`src/rtl/sub_pkg.sv`:
```
// sub_pkg: shared widths and FSM state encoding for the operand sequencer
package sub_pkg;
  localparam int DATA_W = 8;
  localparam int RES_W = 9;
  localparam logic [1:0] WAIT_A = 2'd0;
  localparam logic [1:0] WAIT_B = 2'd1;
  localparam logic [1:0] CALC = 2'd2;
  localparam logic [1:0] RESULT = 2'd3;
endpackage

```
`src/rtl/subtractor_8bits.sv`:
```
// subtractor_8bits: ripple-borrow subtractor, s[7:0] = a - b, s[8] = final borrow
module subtractor_8bits (
  input  logic [7:0] a,
  input  logic [7:0] b,
  output logic [8:0] s
);
  logic [8:0] br;
  assign br[0] = 1'b0;
  for (genvar i = 0; i < 8; i++) begin : g_bit
    assign s[i] = a[i] ^ b[i] ^ br[i];
    assign br[i+1] = (~a[i] & b[i]) | (~(a[i] ^ b[i]) & br[i]);
  end
  assign s[8] = br[8];
endmodule

```
`src/rtl/sub_operand_sequencer.sv`:
```
// sub_operand_sequencer: collects A then B from a byte stream, subtracts, returns diff/borrow/mag
module sub_operand_sequencer
  import sub_pkg::*;
#(
  parameter int CNT_W = 8
) (
  input  logic              clk,
  input  logic              rst_n,
  input  logic              clear,
  input  logic [DATA_W-1:0] in_data,
  input  logic              in_valid,
  output logic              in_ready,
  output logic [DATA_W-1:0] diff,
  output logic              borrow,
  output logic [DATA_W-1:0] mag,
  output logic              out_valid,
  input  logic              out_ready,
  output logic [CNT_W-1:0]  res_count
);
  logic [1:0] state_q, state_d;
  logic [DATA_W-1:0] a_q, b_q, diff_q, mag_q, mag_d;
  logic borrow_q;
  logic [CNT_W-1:0] cnt_q;
  logic [RES_W-1:0] s;
  logic in_hs, out_hs;

  subtractor_8bits u_sub (
    .a(a_q),
    .b(b_q),
    .s(s)
  );

  // clear masks both handshakes so nothing is captured or counted in that cycle
  assign in_hs = in_valid & in_ready & ~clear;
  assign out_hs = out_valid & out_ready & ~clear;
  assign mag_d = s[8] ? ~s[DATA_W-1:0] + DATA_W'(1) : s[DATA_W-1:0];

  always_ff @(posedge clk or negedge rst_n) begin
    if (!rst_n) state_q <= WAIT_A;
    else state_q <= state_d;
  end

  always_comb begin
    state_d = state_q;
    if (clear) state_d = WAIT_A;
    else if (state_q == WAIT_A && in_hs) state_d = WAIT_B;
    else if (state_q == WAIT_B && in_hs) state_d = CALC;
    else if (state_q == CALC) state_d = RESULT;
    else if (state_q == RESULT && out_hs) state_d = WAIT_A;
  end

  always_comb begin
    in_ready = (state_q == WAIT_A) || (state_q == WAIT_B);
    out_valid = state_q == RESULT;
  end

  always_ff @(posedge clk or negedge rst_n) begin
    if (!rst_n) begin
      a_q <= '0;
      b_q <= '0;
      diff_q <= '0;
      borrow_q <= 1'b0;
      mag_q <= '0;
      cnt_q <= '0;
    end else begin
      if (in_hs && state_q == WAIT_A) a_q <= in_data;
      if (in_hs && state_q == WAIT_B) b_q <= in_data;
      if (state_q == CALC && !clear) begin
        diff_q <= s[DATA_W-1:0];
        borrow_q <= s[DATA_W];
        mag_q <= mag_d;
      end
      if (out_hs) cnt_q <= cnt_q + CNT_W'(1);
    end
  end

  assign diff = diff_q;
  assign borrow = borrow_q;
  assign mag = mag_q;
  assign res_count = cnt_q;
endmodule
```
`config.mk`:
```
export PLATFORM = sky130hd
export DESIGN_NAME = sub_operand_sequencer
export DESIGN_NICKNAME = d
export VERILOG_FILES = /design/src/rtl/sub_pkg.sv /design/src/rtl/subtractor_8bits.sv /design/src/rtl/sub_operand_sequencer.sv
export SDC_FILE = /design/constraint.sdc
export NUM_CORES = 1
export LEC_CHECK = 0
export BUFFER_PORTS_ARGS = -buffer_cell sky130_fd_sc_hd__buf_2
export CAP_MARGIN = 20
export CORE_UTILIZATION = 49
export DETAILED_ROUTE_END_ITERATION = 12
export PLACE_DENSITY = 0.75
export SLEW_MARGIN = 30
export SYNTH_ARGS = -nofsm -noshare
export SYNTH_HDL_FRONTEND = slang
export SYNTH_HIERARCHICAL = 1
export SYNTH_SLANG_ARGS = --single-unit
```
`constraint.sdc`:
```
create_clock -name clk -period 3.8 [get_ports clk]
set_input_delay 0.19 -clock clk [delete_from_list [all_inputs] [get_ports clk]]
set_output_delay 0.19 -clock clk [all_outputs]
set_load 0.02 [all_outputs]
```
==> key figures <==
Die
  • Number of primary I/O pins: 40
  • Height of the die: 66.3 um
  • Die outline width: 66.3 um
  • Initial Utilization: 0.510
  • Row count: 23
  • Total Die Area: roughly 0.0044 sq mm
  • Core area: 0.00397 sq mm

STA
  • Final critical-path share of the clock period: 0.977
  • Final-layout worst hold slack: between 100 and 150 ps
  • Pins Over Slew Limit: 0
  • Worst relative slew slack: 0.446
  • Largest clock skew in the final design: 5.63 ps
  • RSZ-0062 raised after global routing: yes
  • Worst-margin pin slew: between 800 and 900 ps
  • Setup violation total in the final timing report: 0
  • Final Hold Fails: 0
  • Fmax: 269 MHz
  • Clock period minus final worst setup slack: 3710 ps

Yosys
  • Post-synthesis net count: 183
  • Register bit count reported by yosys: 42
  • Post-synthesis sequential area ratio: 0.519
  • Compound-cell area share of the yosys netlist: 0.0377
  • Netlist cell types: 33
  • Avg Cell Area, Syn: about 13 sq um
  • Cell count after synthesis: 160
  • Number of flops mapped to enable cells by yosys: 0
  • Proportion of synthesized area in mux cells: 0.149
  • Synth warnings: 6
  • Xor and xnor area share after synthesis: 0.0605
  • FFs w/ async S/R, synth: 1.00
  • Adder-cell share of the synthesized area: 0.0877
  • Post-Synthesis Cell Area: 0.00203 sq mm
  • Area fraction in and, or, nand and nor cells after synthesis: 0.0907
  • Post-synth top flop: sky130_fd_sc_hd__dfrtp_1
  • Main combinational cell family by area after synthesis: multiplexers

Drt
  • Via count of the routed design: 1265
  • Via density per instance: around 5.0
  • Number of nets with antenna violations after detailed routing: 0
  • Detailed-route DRC error count: 0
  • Wire length per cell after detailed routing: approximately 14 um
  • Starting DRT DRC Count: 70
  • Final Routed Wirelength: 3460 um
  • Iteration count of the initial detailed-routing pass: 4

Clock network
  • Maximum count of clock buffers along a single path: 2
  • Worst-Skew Late Latency: 290 ps
  • TritonCTS clock tree: built
  • Number of clock buffers inserted by TritonCTS: 5
  • Clock-pin slew on the worst setup and hold paths: 70 ps
  • Level count of the clock H-tree: 2
  • TritonCTS Sinks: 42
  • Master cell of the clock root buffer: sky130_fd_sc_hd__clkbuf_8

Min path
  • Hold Path Cell Cnt: 2
  • Class of the tightest hold or removal check: input pin to flop

Cells and area
  • Most common cell after layout, fill and taps aside: sky130_fd_sc_hd__dfrtp_1
  • Area added between synthesis and finish: 17.8%
  • Share of post-route cells with drive strength above 1: 0.422
  • Combined area of the multi-input logic cells: 881 sq um
  • Ant diodes: 0
  • Commonest cells after routing, fill and taps aside: sky130_fd_sc_hd__dfrtp_1 (42), sky130_fd_sc_hd__buf_2 (38), sky130_fd_sc_hd__mux2_2 (26), sky130_fd_sc_hd__inv_1 (21), sky130_fd_sc_hd__xnor2_1 (8)
  • Post-route non-filler standard cell count: around 250
  • Fillers: between 300 and 400
  • Sequential Area: 0.00105 sq mm
  • Net total in the final layout: 226

Job
  • Number of max-cap violations: 0

GRT
  • Antenna violations before repair: 0
  • Overflow left after global routing: 0
  • Tot GR Track Use: 0.182
  • Maximum number of pins on one net before global-route repair: 43
  • Global-route wire length before repair: 5880 um
  • Via count of the first global-routing pass: 1291

Setup path
  • Depth of the most critical reg-to-reg path: 15
  • Critical path class: flop to flop
  • Type of element launching the critical path: flop
  • Crit-path cells: inv_1 > ha_1 > inv_1 > fa_1 > inv_1 > fa_2 > fa_2 > fa_2 > fa_2 > fa_1 > inv_1 > or4_4 > o21ai_2 > xor2_1 > a21oi_1
  • Arrival @ worst endpoint: between 3000 and 4000 ps
  • Nature of the critical path endpoint: flop
  • Worst EP required: 3940 ps
  • Slowest CP cell: sky130_fd_sc_hd__fa_1
  • Critical Path Max Stage Delay: 480 ps
  • Crit path max fanout: 2

Power
  • Part of the total power dissipated in the clock network: 0.152
  • Post-layout total power: 1.89 mW
  • Leakage power figure: 1.16 nW
  • Power Internal: 1.13 mW
  • Switching Share: 0.402
  • Total net switching power: 758 uW
  • Proportion of power drawn by flip-flops and latches: 0.370
  • Comb pwr share: 0.478
  • Power Density: 791 mW/mm^2
  • VDD IR-drop max: 0.429 mV

Placement
  • PortBufs: 39
  • Final weighted congestion in routability-driven placement: 0.754
  • DP Cell Count: 244
  • Final HPWL DP: 2620 um

Outcome
  • Result of the run: complete, no violations
## worst paths after layout
kind                            slack (ps)            to    startpoint
worst max-delay path                    90        mag[7]        a_q[0]
worst min-delay path                   150        b_q[3]    in_data[3]
worst max register to register          90        mag[7]        a_q[0]
worst min register to register         470  res_count[7]  res_count[7]
max in group asynchronous             3020  res_count[5]         rst_n
min in group asynchronous              430       diff[4]         rst_n
## synth_stat cells (2+ instances only)
master / count / share of area
sky130_fd_sc_hd__dfrtp_1: 42 / 0.52
sky130_fd_sc_hd__mux2_2: 26 / 0.14
sky130_fd_sc_hd__inv_1: 21 / 0.039
sky130_fd_sc_hd__xnor2_1: 8 / 0.035
sky130_fd_sc_hd__a21oi_1: 7 / 0.017
sky130_fd_sc_hd__fa_1: 7 / 0.069
sky130_fd_sc_hd__nor2_1: 7 / 0.013
sky130_fd_sc_hd__xor2_1: 6 / 0.026
sky130_fd_sc_hd__ha_1: 3 / 0.019
sky130_fd_sc_hd__nand2_1: 3 / 0.0056
sky130_fd_sc_hd__nand3_1: 3 / 0.0074
sky130_fd_sc_hd__a211oi_1: 2 / 0.0074
sky130_fd_sc_hd__buf_4: 2 / 0.0074
sky130_fd_sc_hd__clkbuf_2: 2 / 0.0049
sky130_fd_sc_hd__nand4_1: 2 / 0.0062
sky130_fd_sc_hd__o21ai_0: 2 / 0.0049
## flip-flops by register name, summed over array words and instances (netlist names)
signal,cells
a_q,8
res_count,8
b_q,8
state_q,2
diff,8
mag,7
borrow,1
## kinds of logic after synthesis
| group | count (synthesis) |
|---|---|
| XOR/XNOR | 14 |
| adder cells (fa/ha/maj) | 10 |
| buffers and inverters | 27 |
| multiplexers | 27 |
| flip-flops | 42 |
| AO/OA/AOI/OAI | 13 |
| AND/OR/NAND/NOR | 27 |
## layout make-up
| type | instances | share of cell area |
|---|---|---|
| repair buffers | 42 | 0.0933 |
| clock inverters | 1 | 0.00210 |
| clock buffers | 7 | 0.0362 |
| flip-flops and latches | 42 | 0.440 |
| multi-input cells | 91 | 0.369 |
| well taps | 50 | 0.0262 |
| inverters | 21 | 0.0330 |
## timing repair
action                     CTS  global route
cloned                       0             0
gates resized for setup      5             2
hold endpoints to repair     0            42
hold buffers                 0             1
setup endpoints to repair    1             1
buffers inserted             0             1
pin swaps                    1             1
## critical path: cells and delay by family (launching register included)
kind                     cells  cell delay [ps]
adder cells (fa/ha/maj)      7             2190
AO/OA/AOI/OAI                2              210
XOR/XNOR                     1              160
AND/OR/NAND/NOR              1              410
buffers and inverters        4              220
flip-flops                   1              340
## per-stage QoR
step / instance area [sq um] / setup slack [ps] / utilization / TNS [ps]
after CTS: 2360 / 43.3 / 0.595 / 0
after floorplan: 2030 / 81.1 / - / 0
final: 2390 / 87.2 / 0.601 / 0
after detailed placement: 2260 / -154 / 0.569 / -154
after global placement: 2260 / -32.1 / 0.569 / -32.1
after global routing: 2390 / -64.3 / 0.601 / -64.3
## per-layer routing
metal / routed length (um) / track usage
met1: 1500 / 0.220
met5: 0 / 0
met4: 57 / 0.0718
met3: 164 / 0.0569
met2: 1730 / 0.301
## power by group through the flow
| stage | clock network (mW) | registers (mW) | logic (mW) |
|---|---|---|---|
| 6_report | 0.288 | 0.698 | 0.902 |
| 5_1_grt | 0.319 | 0.722 | 1.00 |
| 4_1_cts | 0.297 | 0.703 | 0.889 |
| 3_5_place_dp | 0 | 0.711 | 0.873 |
| 3_3_place_gp | 0 | 0.700 | 0.852 |
| 2_1_floorplan | 0 | 0.805 | 0.524 |
No activity file was read; power rests on OpenSTA's default activity.
